[config.mk]
export PLATFORM = sky130hd
export DESIGN_NAME = mano_io_port_flat
export DESIGN_NICKNAME = d
export VERILOG_FILES = /design/src/rtl/mano_io_port_if.sv /design/src/rtl/mano_io_port.sv /design/src/flat_wrapper.sv
export SDC_FILE = /design/constraint.sdc
export NUM_CORES = 1
export LEC_CHECK = 0
export CELL_PAD_IN_SITES_DETAIL_PLACEMENT = 0
export CELL_PAD_IN_SITES_GLOBAL_PLACEMENT = 2
export CORE_ASPECT_RATIO = 0.9
export CORE_MARGIN = 4
export CORE_UTILIZATION = 40
export CTS_BUF_LIST = sky130_fd_sc_hd__clkbuf_4
export DETAILED_ROUTE_END_ITERATION = 7
export PLACE_DENSITY = 0.92
export SLEW_MARGIN = 20
export SYNTH_ARGS = -nofsm -noshare
export SYNTH_HDL_FRONTEND = slang
export SYNTH_SLANG_ARGS = --single-unit
[constraint.sdc]
create_clock -name clk_i -period 3.4 [get_ports clk_i]
set_input_delay 0.68 -clock clk_i [delete_from_list [all_inputs] [get_ports clk_i]]
set_output_delay 0.68 -clock clk_i [all_outputs]
set_load 0.01 [all_outputs]
[src/rtl/mano_io_port_if.sv]
// CPU-side strobes, flags and serial pins of the Mano programmed-I/O port.
// master drives strobes and the rx pin; slave is the device that owns tx and the flags.
interface mano_io_port_if;
  logic       outr_load;
  logic [7:0] outr_in;
  logic       inpr_read;
  logic       err_clr;
  logic       rx;
  logic       tx;
  logic [7:0] inpr_out;
  logic       FGI;
  logic       FGO;
  logic       irq;
  logic       rx_overrun;
  logic       frame_err;

  modport master (
    output outr_load, outr_in, inpr_read, err_clr, rx,
    input  tx, inpr_out, FGI, FGO, irq, rx_overrun, frame_err
  );

  modport slave (
    input  outr_load, outr_in, inpr_read, err_clr, rx,
    output tx, inpr_out, FGI, FGO, irq, rx_overrun, frame_err
  );
endinterface

[src/rtl/mano_io_port.sv]
// Mano I/O device: OUTR bytes to UART tx (FGO), UART rx frames to INPR (FGI); IO_PARITY_EN adds even parity.
// Latency: FGO returns 1+10*CLKS_PER_BIT cycles after outr_load (1+11*CLKS_PER_BIT with parity); FGI sets at mid-stop.
// Backpressure: outr_load is dropped while FGO=0; a good frame arriving while FGI=1 is dropped and sets rx_overrun.
module mano_io_port #(
  parameter int unsigned CLKS_PER_BIT = 16
) (
  input  logic          clk_i,
  input  logic          rst_ni,
  mano_io_port_if.slave bus_io
);

  localparam logic [15:0] CPB  = 16'(CLKS_PER_BIT);
  localparam logic [15:0] HALF = CPB >> 1;

  typedef enum logic [2:0] {T_IDLE, T_START, T_DATA, T_PAR, T_STOP} tx_state_e;
  typedef enum logic [2:0] {R_IDLE, R_START, R_DATA, R_PAR, R_STOP} rx_state_e;

  // ---------------- transmitter ----------------
  tx_state_e   tx_state_q;
  logic [15:0] tx_cnt_q;
  logic [2:0]  tx_bit_q;
  logic [7:0]  tx_shift_q;
  logic        tx_q;
  logic        fgo_q;
`ifdef IO_PARITY_EN
  logic        tx_par_q;
`endif
  logic        tx_bit_end_d;

  assign tx_bit_end_d = (tx_cnt_q == CPB - 16'd1);

  always_ff @(posedge clk_i or negedge rst_ni) begin
    if (!rst_ni) begin
      tx_state_q <= T_IDLE;
      tx_cnt_q   <= '0;
      tx_bit_q   <= '0;
      tx_shift_q <= '0;
      tx_q       <= 1'b1;
      fgo_q      <= 1'b1;
`ifdef IO_PARITY_EN
      tx_par_q   <= 1'b0;
`endif
    end else begin
      case (tx_state_q)
        T_IDLE: begin
          if (bus_io.outr_load && fgo_q) begin
            tx_shift_q <= bus_io.outr_in;
`ifdef IO_PARITY_EN
            tx_par_q   <= ^bus_io.outr_in;
`endif
            fgo_q      <= 1'b0;
            tx_cnt_q   <= '0;
            tx_state_q <= T_START;
          end
        end
        T_START: begin
          // Line drops one cycle after the load; the start bit then lasts CPB full cycles.
          if (tx_cnt_q == 16'd0) tx_q <= 1'b0;
          if (tx_cnt_q == CPB) begin
            tx_q       <= tx_shift_q[0];
            tx_shift_q <= tx_shift_q >> 1;
            tx_cnt_q   <= '0;
            tx_bit_q   <= '0;
            tx_state_q <= T_DATA;
          end else begin
            tx_cnt_q <= tx_cnt_q + 16'd1;
          end
        end
        T_DATA: begin
          if (tx_bit_end_d) begin
            tx_cnt_q <= '0;
            tx_bit_q <= tx_bit_q + 3'd1;
            if (tx_bit_q == 3'd7) begin
`ifdef IO_PARITY_EN
              tx_q       <= tx_par_q;
              tx_state_q <= T_PAR;
`else
              tx_q       <= 1'b1;
              tx_state_q <= T_STOP;
`endif
            end else begin
              tx_q       <= tx_shift_q[0];
              tx_shift_q <= tx_shift_q >> 1;
            end
          end else begin
            tx_cnt_q <= tx_cnt_q + 16'd1;
          end
        end
        T_PAR: begin
          if (tx_bit_end_d) begin
            tx_cnt_q   <= '0;
            tx_q       <= 1'b1;
            tx_state_q <= T_STOP;
          end else begin
            tx_cnt_q <= tx_cnt_q + 16'd1;
          end
        end
        T_STOP: begin
          if (tx_bit_end_d) begin
            tx_cnt_q   <= '0;
            fgo_q      <= 1'b1;
            tx_state_q <= T_IDLE;
          end else begin
            tx_cnt_q <= tx_cnt_q + 16'd1;
          end
        end
        default: tx_state_q <= T_IDLE;
      endcase
    end
  end

  // ---------------- receiver ----------------
  logic        rx_meta_q;
  logic        rx_sync_q;
  logic        rx_prev_q;
  rx_state_e   rx_state_q;
  logic [15:0] rx_cnt_q;
  logic [2:0]  rx_bit_q;
  logic [7:0]  rx_shift_q;
  logic [7:0]  inpr_q;
  logic        fgi_q;
  logic        ovr_q;
  logic        ferr_q;
`ifdef IO_PARITY_EN
  logic        rx_par_bad_q;
`endif
  logic        rx_frame_ok_d;

  always_ff @(posedge clk_i or negedge rst_ni) begin
    if (!rst_ni) begin
      rx_meta_q <= 1'b1;
      rx_sync_q <= 1'b1;
      rx_prev_q <= 1'b1;
    end else begin
      rx_meta_q <= bus_io.rx;
      rx_sync_q <= rx_meta_q;
      rx_prev_q <= rx_sync_q;
    end
  end

`ifdef IO_PARITY_EN
  assign rx_frame_ok_d = rx_sync_q && !rx_par_bad_q;
`else
  assign rx_frame_ok_d = rx_sync_q;
`endif

  // Strobe clears come first so that a commit or error set later in the same cycle wins.
  always_ff @(posedge clk_i or negedge rst_ni) begin
    if (!rst_ni) begin
      rx_state_q   <= R_IDLE;
      rx_cnt_q     <= '0;
      rx_bit_q     <= '0;
      rx_shift_q   <= '0;
      inpr_q       <= '0;
      fgi_q        <= 1'b0;
      ovr_q        <= 1'b0;
      ferr_q       <= 1'b0;
`ifdef IO_PARITY_EN
      rx_par_bad_q <= 1'b0;
`endif
    end else begin
      if (bus_io.inpr_read) fgi_q <= 1'b0;
      if (bus_io.err_clr) begin
        ovr_q  <= 1'b0;
        ferr_q <= 1'b0;
      end
      case (rx_state_q)
        R_IDLE: begin
          if (rx_prev_q && !rx_sync_q) begin
            rx_cnt_q   <= 16'd1;
            rx_state_q <= R_START;
          end
        end
        R_START: begin
          if (rx_cnt_q == HALF) begin
            rx_cnt_q   <= 16'd1;
            rx_bit_q   <= '0;
            rx_state_q <= rx_sync_q ? R_IDLE : R_DATA;
          end else begin
            rx_cnt_q <= rx_cnt_q + 16'd1;
          end
        end
        R_DATA: begin
          if (rx_cnt_q == CPB) begin
            rx_shift_q <= {rx_sync_q, rx_shift_q[7:1]};
            rx_cnt_q   <= 16'd1;
            rx_bit_q   <= rx_bit_q + 3'd1;
            if (rx_bit_q == 3'd7) begin
`ifdef IO_PARITY_EN
              rx_state_q <= R_PAR;
`else
              rx_state_q <= R_STOP;
`endif
            end
          end else begin
            rx_cnt_q <= rx_cnt_q + 16'd1;
          end
        end
        R_PAR: begin
          if (rx_cnt_q == CPB) begin
`ifdef IO_PARITY_EN
            rx_par_bad_q <= rx_sync_q ^ (^rx_shift_q);
`endif
            rx_cnt_q   <= 16'd1;
            rx_state_q <= R_STOP;
          end else begin
            rx_cnt_q <= rx_cnt_q + 16'd1;
          end
        end
        R_STOP: begin
          if (rx_cnt_q == CPB) begin
            rx_cnt_q   <= '0;
            rx_state_q <= R_IDLE;
            if (!rx_frame_ok_d) begin
              ferr_q <= 1'b1;
            end else if (!fgi_q || bus_io.inpr_read) begin
              inpr_q <= rx_shift_q;
              fgi_q  <= 1'b1;
            end else begin
              ovr_q <= 1'b1;
            end
          end else begin
            rx_cnt_q <= rx_cnt_q + 16'd1;
          end
        end
        default: rx_state_q <= R_IDLE;
      endcase
    end
  end

  assign bus_io.tx         = tx_q;
  assign bus_io.FGO        = fgo_q;
  assign bus_io.FGI        = fgi_q;
  assign bus_io.inpr_out   = inpr_q;
  assign bus_io.irq        = fgi_q | fgo_q;
  assign bus_io.rx_overrun = ovr_q;
  assign bus_io.frame_err  = ferr_q;

endmodule

[src/flat_wrapper.sv]
// flat-port wrapper written by rule: the top's interface ports become plain ports
module mano_io_port_flat 
#(
  parameter int unsigned CLKS_PER_BIT = 16
)
  (clk_i, rst_ni, bus_io_outr_load, bus_io_outr_in, bus_io_inpr_read, bus_io_err_clr, bus_io_rx, bus_io_tx, bus_io_inpr_out, bus_io_FGI, bus_io_FGO, bus_io_irq, bus_io_rx_overrun, bus_io_frame_err);
  mano_io_port_if bus_io_i ();
  input  logic clk_i;
  input  logic rst_ni;
  input wire logic [$bits(bus_io_i.outr_load)-1:0] bus_io_outr_load;
  input wire logic [$bits(bus_io_i.outr_in)-1:0] bus_io_outr_in;
  input wire logic [$bits(bus_io_i.inpr_read)-1:0] bus_io_inpr_read;
  input wire logic [$bits(bus_io_i.err_clr)-1:0] bus_io_err_clr;
  input wire logic [$bits(bus_io_i.rx)-1:0] bus_io_rx;
  output wire logic [$bits(bus_io_i.tx)-1:0] bus_io_tx;
  output wire logic [$bits(bus_io_i.inpr_out)-1:0] bus_io_inpr_out;
  output wire logic [$bits(bus_io_i.FGI)-1:0] bus_io_FGI;
  output wire logic [$bits(bus_io_i.FGO)-1:0] bus_io_FGO;
  output wire logic [$bits(bus_io_i.irq)-1:0] bus_io_irq;
  output wire logic [$bits(bus_io_i.rx_overrun)-1:0] bus_io_rx_overrun;
  output wire logic [$bits(bus_io_i.frame_err)-1:0] bus_io_frame_err;
  assign bus_io_i.outr_load = bus_io_outr_load;
  assign bus_io_i.outr_in = bus_io_outr_in;
  assign bus_io_i.inpr_read = bus_io_inpr_read;
  assign bus_io_i.err_clr = bus_io_err_clr;
  assign bus_io_i.rx = bus_io_rx;
  assign bus_io_tx = bus_io_i.tx;
  assign bus_io_inpr_out = bus_io_i.inpr_out;
  assign bus_io_FGI = bus_io_i.FGI;
  assign bus_io_FGO = bus_io_i.FGO;
  assign bus_io_irq = bus_io_i.irq;
  assign bus_io_rx_overrun = bus_io_i.rx_overrun;
  assign bus_io_frame_err = bus_io_i.frame_err;
  mano_io_port #(.CLKS_PER_BIT(CLKS_PER_BIT)) u_core (.clk_i(clk_i), .rst_ni(rst_ni), .bus_io(bus_io_i));
endmodule
**Word level (Yosys, flattened, before mapping)**

Index checks and enable logic that the tools add are counted.

- Bits in registers: 76
- Input port bits: 14
- Word-level logic and storage cells: 135

- Add/subtract/negate cells: 4
- Equal/unequal tests: 28
- Muxes and demuxes: 57
- Bitwise gates (word level): 1
- Reduce and logical (&&, ||, !) cells: 28

Operators with widths:

| kind | count |
|---|---|
| 16-bit two-way mux | 7 |
| 16-bit one-hot mux with 4 select lines | 1 |
| 3-bit two-way mux | 16 |
| 16-bit one-hot mux with 3 select lines | 1 |
| 16-bit by 1-bit adder with 16-bit output (second input constant) | 2 |
| 16-bit by 4-bit equality test with 1-bit output (second input constant) | 2 |
| 16-bit by 5-bit equality test with 1-bit output (second input constant) | 2 |
| 8-bit two-way mux | 4 |
| 3-bit one-hot mux with 5 select lines | 2 |
| 2-bit by 1-bit != test with 1-bit output (second input constant) | 12 |
| 8-bit one-hot mux with 3 select lines | 1 |
| 1-bit two-way mux | 20 |
| 16-bit zero test | 1 |
| 3-bit by 2-bit equality test with 1-bit output (second input constant) | 4 |
| 3-bit equality test (second input constant) | 4 |
| 3-bit one-hot mux with 2 select lines | 2 |
| 6-bit AND reduction | 2 |
| 3-bit AND reduction | 3 |
| 3-bit nonzero test | 3 |
| 4-bit AND reduction | 2 |
| 3-bit by 1-bit adder with 3-bit output (second input constant) | 2 |
| 3-bit by 1-bit equality test with 1-bit output (second input constant) | 2 |
| 3-bit zero test | 2 |
| 2-bit AND reduction | 3 |
| 14 further kinds | 18 |

**Logic depth before layout (Yosys ltp)**

Gate-level depths: netlist of the first run.

- Depth in word-level cells: 6
- Depth in mapped cells: 8
- Mapped depth without buffers: 7

**Worst setup path before layout of the first run**

No wires, ideal clock.

- Path type: reg2reg
- Start point: reg u_core.rx_cnt_q[0]
- End point: reg u_core.rx_shift_q[0]
- Arrival time: 2.352 ns
- Required time: 3.275 ns
- Setup slack: 0.923 ns
- Stages on the path, launching flop included: 9
- Buffers on the path: 2
- Period minus slack after synthesis: 2.477 ns
- Cell sequence: dfrtp_1 -> inv_1 -> ha_1 -> or3b_2 -> or4_1 -> buf_2 -> nor3_2 -> buf_4 -> mux2_2

- Word-level cells in the longest chain between the ends: 2

RTL lines:

| item | RTL line | RTL |
|---|---|---|
| start: declaration | mano_io_port.sv:117 | `logic [15:0] rx_cnt_q;` |
| start signal: assignment | mano_io_port.sv:180 | `rx_cnt_q <= rx_cnt_q + 16'd1;` |
| start signal: assignment | mano_io_port.sv:196 | `rx_cnt_q <= rx_cnt_q + 16'd1;` |
| start signal: assignment | mano_io_port.sv:207 | `rx_cnt_q <= rx_cnt_q + 16'd1;` |
| 16-bit by 5-bit equality test with 1-bit output | mano_io_port.sv:184 | `if (rx_cnt_q == CPB) begin` |
| 2-bit AND reduction (no source line) | -- |  |
| end signal: assignment | mano_io_port.sv:185 | `rx_shift_q <= {rx_sync_q, rx_shift_q[7:1]};` |
| end: declaration | mano_io_port.sv:119 | `logic [7:0] rx_shift_q;` |

No other way between the ends.
A chain may end at the register's enable or synchronous reset.

**Final worst setup path of the first run**

- Start point: reg u_core.rx_cnt_q[0]
- End point: reg u_core.rx_cnt_q[4]

- Word-level cells in the longest chain between the ends: 3
- Elaborated cells on any way between the ends: 7
- Classes of those cells: add/sub: 1; eq/ne: 2; mux: 4

RTL lines:

| item | RTL line | RTL |
|---|---|---|
| 16-bit by 1-bit adder with 16-bit output (tied with other cells) | -- |  |
| 16-bit two-way mux, on equally long branches | -- |  |
| 16-bit one-hot mux with 4 select lines * | mano_io_port.sv:167 | `case (rx_state_q)` |

Mark *: on every way between the ends. The rest lies on a longest branch, timed or not.

==> impl_metrics.env, run 1 <==
export IMPL_outcome="complete, no violations"
export IMPL_worst_pin_slew_ps=944.6
export IMPL_viasPerCell=5.359
export IMPL_ys_ff_latch=76
export IMPL_dieArea_um2=11490
export IMPL_ys_top_cells_by_area="dfrtp_1 45%, mux2_2 9.2%, nor2_1 3.4%, dfstp_2 3.3%, o21ai_0 3.2%"
export IMPL_grt_pass1_vias=2825
export IMPL_drt_iter0_markers=226
export IMPL_max_freq_mhz=361.4
export IMPL_syn_inst=381
export IMPL_slew_headroom=0.3702
export IMPL_drv_cap=0
export IMPL_setup_violations=0
export IMPL_die_x_um=112.5
export IMPL_fin_crit_sh=0.8137
export IMPL_clk_pin_slew_ps=150
export IMPL_cts_hold_buffers=0
export IMPL_syn_area_um2=3934
export IMPL_grt_pass1_wl_mm=13.38
export IMPL_powerDensity_nw_per_um2=418.1
export IMPL_cts_tree="yes"
export IMPL_crit_arrival_ps=3060
export IMPL_synth_compound_area_frac=0.1139
export IMPL_num_antenna_cells=0
export IMPL_synth_mux_area_fraction=0.1018
export IMPL_synth_edff_count=0
export IMPL_synth_adder_area_share=0.02545
export IMPL_synth_xor_area_frac=0.03562
export IMPL_post_cts_resized=0
export IMPL_yosysMostFrequentCell="dfrtp_1"
export IMPL_slew_violations=0
export IMPL_ys_flop_type="dfrtp_1"
export IMPL_synthTopCellsByCount="71 x dfrtp_1, 36 x nor2_1, 32 x mux2_2, 32 x nand2_1, 25 x o21ai_0"
export IMPL_gp_congestion=0.7793
export IMPL_clock_path_buffers=2
export IMPL_die_y_um=102.1
export IMPL_ant_nets=0
export IMPL_cp_max_fo=12
export IMPL_clkLatencyLatePin_ps=430
export IMPL_rows=34
export IMPL_drt_wl_total_mm=7.640
export IMPL_irDropWorstVdd_uv=388.6
export IMPL_crit_path_end_kind="flop"
export IMPL_ios=28
export IMPL_track_usage=0.1429
export IMPL_async_flop_share=1.000
export IMPL_drive_gt1_frac=0.1787
export IMPL_power_leakage_nw=1.932
export IMPL_cts_buffers=9
export IMPL_hold_ws_ps=366.9
export IMPL_syn_area_per_cell_um2=10.32
export IMPL_grt_max_degree=77
export IMPL_clkSinkCount=76
export IMPL_wl_per_cell_um=14.15
export IMPL_synth_top_family_by_area="simple AND/OR/NAND/NOR gates"
export IMPL_route_detailed_drc=0
export IMPL_min_period_ps=2767
export IMPL_overflow=0
export IMPL_setup_tns_ps=0
export IMPL_synth_warnings=0
export IMPL_ys_seq_area_frac=0.4851
export IMPL_cts_setup_buffers=0
export IMPL_area_growth_pct=13.07
export IMPL_antenna_found_initial=0
export IMPL_rsz0062_at_grt="false"
export IMPL_dr_pass1_iters=4
export IMPL_synth_top_cell_area_share=0.4517
export IMPL_synth_nets=403
export IMPL_core_region_area_um2=9614
export IMPL_num_vias=2894
export IMPL_initial_utilization=0.4092
export IMPL_final_nets=431
export IMPL_synth_largest_area_cell="dfrtp_1"
export IMPL_hp_class="flop to flop"
export IMPL_worstPathRequired_ps=3690
export IMPL_hold_viol=0
export IMPL_cts_root_buffer="clkbuf_4"
export IMPL_crit_type="flop to flop"
export IMPL_port_buffers=27
export IMPL_clock_skew_ps=23.19
export IMPL_startpoint_type="flop"
export IMPL_synth_simple_area_share=0.2144
export IMPL_htree_levels=3
export IMPL_synth_cell_types=61
export IMPL_hpwl_mm=5.261
metrics by stage:
stage          instance area, µm²  cells  power (mW)  setup slack, ps    util
3_5_place_dp                 4329    524       1.379            644.7  0.4503
4_1_cts                      4448    540       1.885            614.5  0.4627
6_report                     4448    540       1.860            633.3  0.4627
3_3_place_gp                 4329    524       1.370            706.6  0.4503
5_1_grt                      4448    540       1.981            451.4  0.4627
2_1_floorplan                3934    381       1.286            923.2       -
where the power goes:
part,leakage [nW],switching (mW),internal [mW],total [mW]
logic,0.860,0.138,0.146,0.284
clock network,0.0526,0.345,0.152,0.497
registers,1.02,0.101,0.977,1.08
total,1.93,0.585,1.28,1.86
worst max-delay path, cell delays in order (launching register included):
cell     delay, ps
dfrtp_1        460
inv_1           80
ha_1           120
or3b_2         460
or4_4          500
and3b_4        270
nor4b_4        590
o22ai_1        160
area by class of cell:
type                            count  area, µm²
Clock buffer                        9      67.56
Clock inverter                      7      51.30
Fill cell                         931       5166
Inverter                            9      33.78
Multi-Input combinational cell    282       1932
Sequential cell                    76       1908
Tap cell                          126      157.7
Timing Repair Buffer               31      297.8
cells in the final DEF, fill, tap and decap left out, drive strengths merged, types with 4 or more instances in the layout:
master,instances
ha,8
clkinvlp,4
nor2,38
nor4,4
nand2b,4
or3,5
o21ai,30
or2,5
xor2,9
o22ai,4
dfrtp,71
nand4,8
buf,5
mux2,32
mux2i,4
nand2,32
or4,6
dfstp,5
clkbuf,9
inv,11
clkdlybuf4s50,26
nor2b,4
o31ai,4
xnor2,7
a21oi,8
nor3,14
nand3,13
and3,4
routing by layer:
metal | up-vias | GRT usage | routed length [µm]
li1 | 1451 | - | -
met1 | 1409 | 0.1956 | 3782
met2 | 29 | 0.2258 | 3587
met3 | 5 | 0.03908 | 210
met4 | 0 | 0.03882 | 61
met5 | - | 0 | 0
flip-flops by register name, summed over array words and instances (netlist names), 8 cells and up:
register                flops
u_core.tx_cnt_q            16
u_core.tx_shift_q           8
u_core.rx_shift_q           8
u_core.rx_cnt_q            16
u_core.bus_io.inpr_out      8
final timing paths:
| kind | slack (ps) | cells past startpoint | start | to |
|---|---|---|---|---|
| setup / recovery | 630 | 7 | u_core.rx_cnt_q[0] | u_core.rx_cnt_q[4] |
| hold / removal | 370 | 0 | u_core.rx_meta_q | u_core.rx_frame_ok_d |
| setup reg to reg | 630 | 7 | u_core.rx_cnt_q[0] | u_core.rx_cnt_q[4] |
| hold reg to reg | 370 | 0 | u_core.rx_meta_q | u_core.rx_frame_ok_d |
| max in group asynchronous | 2400 | 1 | rst_ni | u_core.rx_bit_q[2] |
| min in group asynchronous | 380 | 1 | rst_ni | u_core.tx_cnt_q[6] |
logic make-up after synthesis:
| kind of cell | after synthesis |
|---|---|
| adders and majority gates | 8 |
| AOI/OAI and AO/OA | 70 |
| muxes | 36 |
| xor gates and xnor gates | 16 |
| and+or+nand+nor | 152 |
| DFF | 76 |
| buffers and inverters | 23 |
No activity file was read; power rests on OpenSTA's default activity.
==> run 2: changes to the inputs <==
CORE_UTILIZATION = 36   (was 40)
PLACE_DENSITY = 0.88   (was 0.92)
clock period = 2.43 ns   (was 3.4 ns; I/O delays follow)
==> run 2 against run 1 <==
Net effect: the run now ends with setup timing left; critical path type unchanged; first-iteration DRC count is 27% lower; sequential cell count unchanged; largest cell class unchanged; total power is 59% higher; combinational power rose by 120%; routed wire length grew 14%; via count grew 7.9%; maximum frequency grew 13%.
==> impl_metrics.env, run 2 (same netlist as run 1, synthesis figures left out) <==
export IMPL_crit_chain="or4_4 > or4_4 > and3b_4 > nor4b_4 > buf_4 > o21ai_1"
export IMPL_critPathSlowestCell="or4_4"
export IMPL_hold_viol=0
export IMPL_final_common_cell="dfrtp_1"
export IMPL_cp_max_fo=5
export IMPL_crit_path_frequent_cell="or4_4"
export IMPL_route_detailed_drc=0
export IMPL_clkSinkCount=76
export IMPL_seqPwrFrac=0.493
export IMPL_overflow=0
export IMPL_comb_power_share=0.212
export IMPL_num_antenna_cells=0
export IMPL_p_switching_mw=0.8403
export IMPL_antenna_found_initial=0
export IMPL_outcome="finished, violations left"
export IMPL_ios=28
export IMPL_violations="setup timing"
export IMPL_slowest_delay_ps=560
export IMPL_fin_area_um2=4955
export IMPL_grt_pass1_wl_mm=14.61
export IMPL_crit_arrival_ps=2770
export IMPL_hp_class="input pin to async pin"
export IMPL_clkLatencyLatePin_ps=440
export IMPL_place_area_um2=4634
export IMPL_top_regs="u_core.rx_cnt_q (16), u_core.tx_cnt_q (16)"
export IMPL_powerDensity_nw_per_um2=595.4
export IMPL_die_x_um=118.2
export IMPL_drv_cap=0
export IMPL_worstPathRequired_ps=2750
export IMPL_setup_violations=4
export IMPL_crit_path_end_kind="flop"
export IMPL_path_delay_family="simple AND/OR/NAND/NOR gates"
export IMPL_cts_buffers=9
export IMPL_slew_headroom=0.4085
export IMPL_irDropWorstVdd_uv=524.8
export IMPL_clk_pin_slew_ps=120
export IMPL_hpwl_mm=6.115
export IMPL_mostFrequentLayoutCells="71 x dfrtp_1, 45 x buf_4, 35 x nor2_1, 32 x nand2_1, 30 x mux2_2"
export IMPL_max_freq_mhz=408.6
export IMPL_pwr_share_clk=0.295
export IMPL_drive_gt1_frac=0.2888
export IMPL_dr_pass1_iters=4
export IMPL_slew_violations=0
export IMPL_clock_skew_ps=15.71
export IMPL_dieArea_um2=12670
export IMPL_die_y_um=107.2
export IMPL_fin_crit_sh=1.007
export IMPL_min_period_ps=2448
export IMPL_power_leakage_nw=2.202
export IMPL_cp_depth=6
export IMPL_ant_nets=0
export IMPL_rows=35
export IMPL_grt_pass1_vias=3047
export IMPL_utilization=0.4734
export IMPL_final_nets=474
export IMPL_initial_utilization=0.3759
export IMPL_p_sw_frac=0.2848
export IMPL_gp_congestion=0.8016
export IMPL_port_buffers=27
export IMPL_area_growth_pct=25.95
export IMPL_drt_iter0_markers=165
export IMPL_fill_cells=969
export IMPL_reg2regPathDepth=6
export IMPL_path_buf_inv=1
export IMPL_clock_path_buffers=2
export IMPL_htree_levels=3
export IMPL_wl_per_cell_um=14.86
export IMPL_setup_ws_ps=-17.53
export IMPL_cts_tree="yes"
export IMPL_viasPerCell=5.329
export IMPL_drt_wl_total_mm=8.707
export IMPL_startpoint_type="flop"
export IMPL_hold_ws_ps=17.03
export IMPL_crit_type="flop to flop"
export IMPL_worst_pin_slew_ps=880.5
export IMPL_p_int_mw=2.110
export IMPL_num_vias=3123
export IMPL_rsz0062_at_grt="true"
export IMPL_cts_hold_buffers=0
export IMPL_core_region_area_um2=10470
export IMPL_cts_root_buffer="clkbuf_4"
export IMPL_grt_max_degree=41
export IMPL_track_usage=0.1411
[run 2: stage by stage]
| step | instances | TNS, ps | setup WS (ps) | power [mW] |
|---|---|---|---|---|
| 2_1_floorplan | 381 | 0 | 11.49 | 1.804 |
| 3_3_place_gp | 563 | -2085 | -126.7 | 2.044 |
| 3_5_place_dp | 563 | -3200 | -126.4 | 2.055 |
| 4_1_cts | 583 | -60.41 | -15.80 | 2.973 |
| 5_1_grt | 586 | -717.1 | -80.76 | 3.108 |
| 6_report | 586 | -22.88 | -17.53 | 2.950 |
[run 2: power groups by stage]
stage          logic [mW]  registers (mW)  clock network, mW
6_report            0.626            1.45              0.870
5_1_grt             0.690            1.47              0.949
4_1_cts             0.613            1.45              0.909
3_5_place_dp        0.580            1.48                  0
3_3_place_gp        0.569            1.48                  0
2_1_floorplan       0.346            1.46                  0
[run 2: final cells by class]
class / instances / area [µm²] / share of cell area
clock buffers: 9 / 67.56 / 0.01364
clock inverters: 7 / 91.34 / 0.01843
inverters: 9 / 33.78 / 0.006818
multi-input cells: 282 / 2043 / 0.4124
flip-flops and latches: 76 / 1908 / 0.3851
well taps: 129 / 161.4 / 0.03258
repair buffers: 74 / 649.4 / 0.1311
[run 2: layer usage]
layer / vias up / wire (µm) / GRT usage / part of all wire
met4: 0 / 153 / 0.04351 / 0.018
met2: 56 / 4132 / 0.2273 / 0.47
li1: 1529 / - / - / -
met1: 1524 / 4077 / 0.1880 / 0.47
met5: - / 0 / 0 / 0
met3: 14 / 344 / 0.03481 / 0.040
[run 2: timing repair]
action	CTS	global route
endpoints found under the setup margin	35	40
cloned	1	0
buffers inserted	3	3
pin swaps	6	12
gates resized for setup	8	22
endpoints found under the hold margin	0	0
[run 2: final timing paths]
path                                      from                   end  slack (ps)
setup / recovery           u_core.rx_cnt_q[14]    u_core.rx_cnt_q[7]         -20
hold / removal                          rst_ni    u_core.tx_cnt_q[3]          20
setup reg to reg           u_core.rx_cnt_q[14]    u_core.rx_cnt_q[7]         -20
hold reg to reg               u_core.rx_meta_q  u_core.rx_frame_ok_d         360
max in group asynchronous               rst_ni     u_core.bus_io.FGO        1780
min in group clk_i            u_core.rx_meta_q  u_core.rx_frame_ok_d         360
==> run 3: changes to the inputs <==
CTS_CLUSTER_DIAMETER = 150   (was default)
GPL_TIMING_DRIVEN = 1   (was default)
PLACE_DENSITY = 0.9   (was 0.88)
==> run 3 against run 2 <==
Net effect: the run still ends with setup timing left; via count rose by 0.67%; maximum frequency rose by 0.28%; critical path depth unchanged; first-iteration DRC count grew 13%; total power rose by 5.6%; highest routed layer unchanged; sequential power hardly changed; critical endpoint unchanged.
==> impl_metrics.env, run 3 (same netlist as run 1, synthesis figures left out) <==
export IMPL_outcome="finished, violations left"
export IMPL_violations="setup timing"
export IMPL_setup_tns_ps=-43.35
export IMPL_cp_startpoint="u_core.rx_cnt_q[10]"
export IMPL_crit_path_frequent_cell="or4_4"
export IMPL_drt_iter0_markers=187
export IMPL_fin_area_um2=5035
export IMPL_path_delay_family="simple AND/OR/NAND/NOR gates"
export IMPL_startpoint_type="flop"
export IMPL_die_y_um=107.2
export IMPL_num_vias=3144
export IMPL_area_growth_pct=27.99
export IMPL_worstHoldStart="u_core.rx_meta_q"
export IMPL_clock_skew_ps=19.33
export IMPL_route_detailed_drc=0
export IMPL_place_area_um2=4619
export IMPL_fill_cells=966
export IMPL_overflow=0
export IMPL_crit_arrival_ps=2740
export IMPL_setup_ws_ps=-10.67
export IMPL_num_antenna_cells=0
export IMPL_mostFrequentLayoutCells="71 x dfrtp_1, 46 x buf_4, 35 x nor2_1, 32 x nand2_1, 31 x mux2_2"
export IMPL_clkSinkCount=76
export IMPL_hpwl_mm=6.078
export IMPL_cts_buffers=9
export IMPL_antenna_found_initial=0
export IMPL_worst_pin_slew_ps=854.0
export IMPL_fin_crit_sh=1.004
export IMPL_core_region_area_um2=10470
export IMPL_path_buf_inv=1
export IMPL_grt_pass1_wl_mm=14.55
export IMPL_slowest_delay_ps=570
export IMPL_dieArea_um2=12670
export IMPL_hold_viol=0
export IMPL_irDropWorstVdd_uv=649.8
export IMPL_wl_per_cell_um=14.82
export IMPL_critPathSlowestCell="or4_4"
export IMPL_dr_pass1_iters=4
export IMPL_initial_utilization=0.3759
export IMPL_drv_cap=0
export IMPL_crit_chain="or4_4 > or4_4 > and3b_4 > nor4b_4 > buf_6 > o21ai_1"
export IMPL_clk_pin_slew_ps=120
export IMPL_rsz0062_at_grt="true"
export IMPL_rows=35
export IMPL_max_freq_mhz=409.7
export IMPL_cts_tree="yes"
export IMPL_die_x_um=118.2
export IMPL_cp_max_fo=5
export IMPL_ant_nets=0
export IMPL_port_buffers=27
export IMPL_utilization=0.4811
export IMPL_power_leakage_nw=2.247
export IMPL_drt_wl_total_mm=8.741
export IMPL_final_nets=478
export IMPL_clock_path_buffers=2
export IMPL_grt_pass1_vias=2951
export IMPL_crit_type="flop to flop"
export IMPL_drive_gt1_frac=0.2993
export IMPL_clkLatencyLatePin_ps=420
export IMPL_viasPerCell=5.329
export IMPL_final_common_cell="dfrtp_1"
export IMPL_r2r_start="u_core.rx_cnt_q[10]"
export IMPL_slew_violations=0
export IMPL_track_usage=0.1412
export IMPL_worstPathRequired_ps=2730
export IMPL_slew_headroom=0.4263
export IMPL_hp_class="flop to flop"
export IMPL_top_regs="u_core.rx_cnt_q (16), u_core.tx_cnt_q (16)"
export IMPL_crit_path_end_kind="flop"
export IMPL_ios=28
export IMPL_setup_violations=6
export IMPL_report_power_total_mw=3.114
export IMPL_powerDensity_nw_per_um2=618.5
export IMPL_min_period_ps=2441
export IMPL_cts_root_buffer="clkbuf_4"
export IMPL_gp_congestion=0.7800
export IMPL_grt_max_degree=42
export IMPL_htree_levels=3
run 3: changes by cell type in the layout (fill, tap and decap cells not counted), sizes merged:
cell         change
buf              +3
clkinvlp         -2
bufinv           +1
dlygate4sd3      +1
inv              +1
run 3: final timing paths:
check	to	slack (ps)	cells past startpoint
max	u_core.rx_cnt_q[7]	-10	6
min	u_core.rx_frame_ok_d	370	0
max reg2reg	u_core.rx_cnt_q[7]	-10	6
min reg2reg	u_core.rx_frame_ok_d	370	0
max in group asynchronous	u_core.bus_io.tx	1260	3
min in group asynchronous	u_core.tx_shift_q[7]	540	2
run 3: area by class of cell:
class,instances,area [µm²],share of cell area
Clock buffer,9,67.56,0.01342
Inverter,9,33.78,0.006710
Multi-Input combinational cell,282,2042,0.4056
Timing Repair Buffer,78,698.2,0.1387
Sequential cell,76,1908,0.3790
Tap cell,129,161.4,0.03206
Clock inverter,7,123.9,0.02460
run 3: what timing repair did:
| action | in CTS | in global routing |
|---|---|---|
| pin swaps | 3 | 8 |
| hold endpoints to repair | 18 | 0 |
| hold buffers | 1 | 0 |
| cloned | 1 | 0 |
| setup buffers | 4 | 7 |
| gates resized for setup | 6 | 20 |
| setup endpoints to repair | 28 | 34 |
run 3: power breakdown:
group | switching (mW) | internal [mW]
clock | 0.468 | 0.527
sequential | 0.0873 | 1.37
combinational | 0.311 | 0.353
run 3: per-layer routing:
metal	wire length, µm	GRT usage
met3	323	0.04589
met1	4240	0.1906
met5	0	0
met4	93	0.03598
met2	4085	0.2199
run 3: per-stage QoR:
step                      hold WS [ps]  setup WS (ps)  instances
after floorplan                  190.4          11.49        381
after global routing             371.7         -54.64        590
after detailed placement         350.7         -77.00        561
final                            368.2         -10.67        590
after CTS                        369.3         -23.80        583
after global placement           345.6         -83.20        561
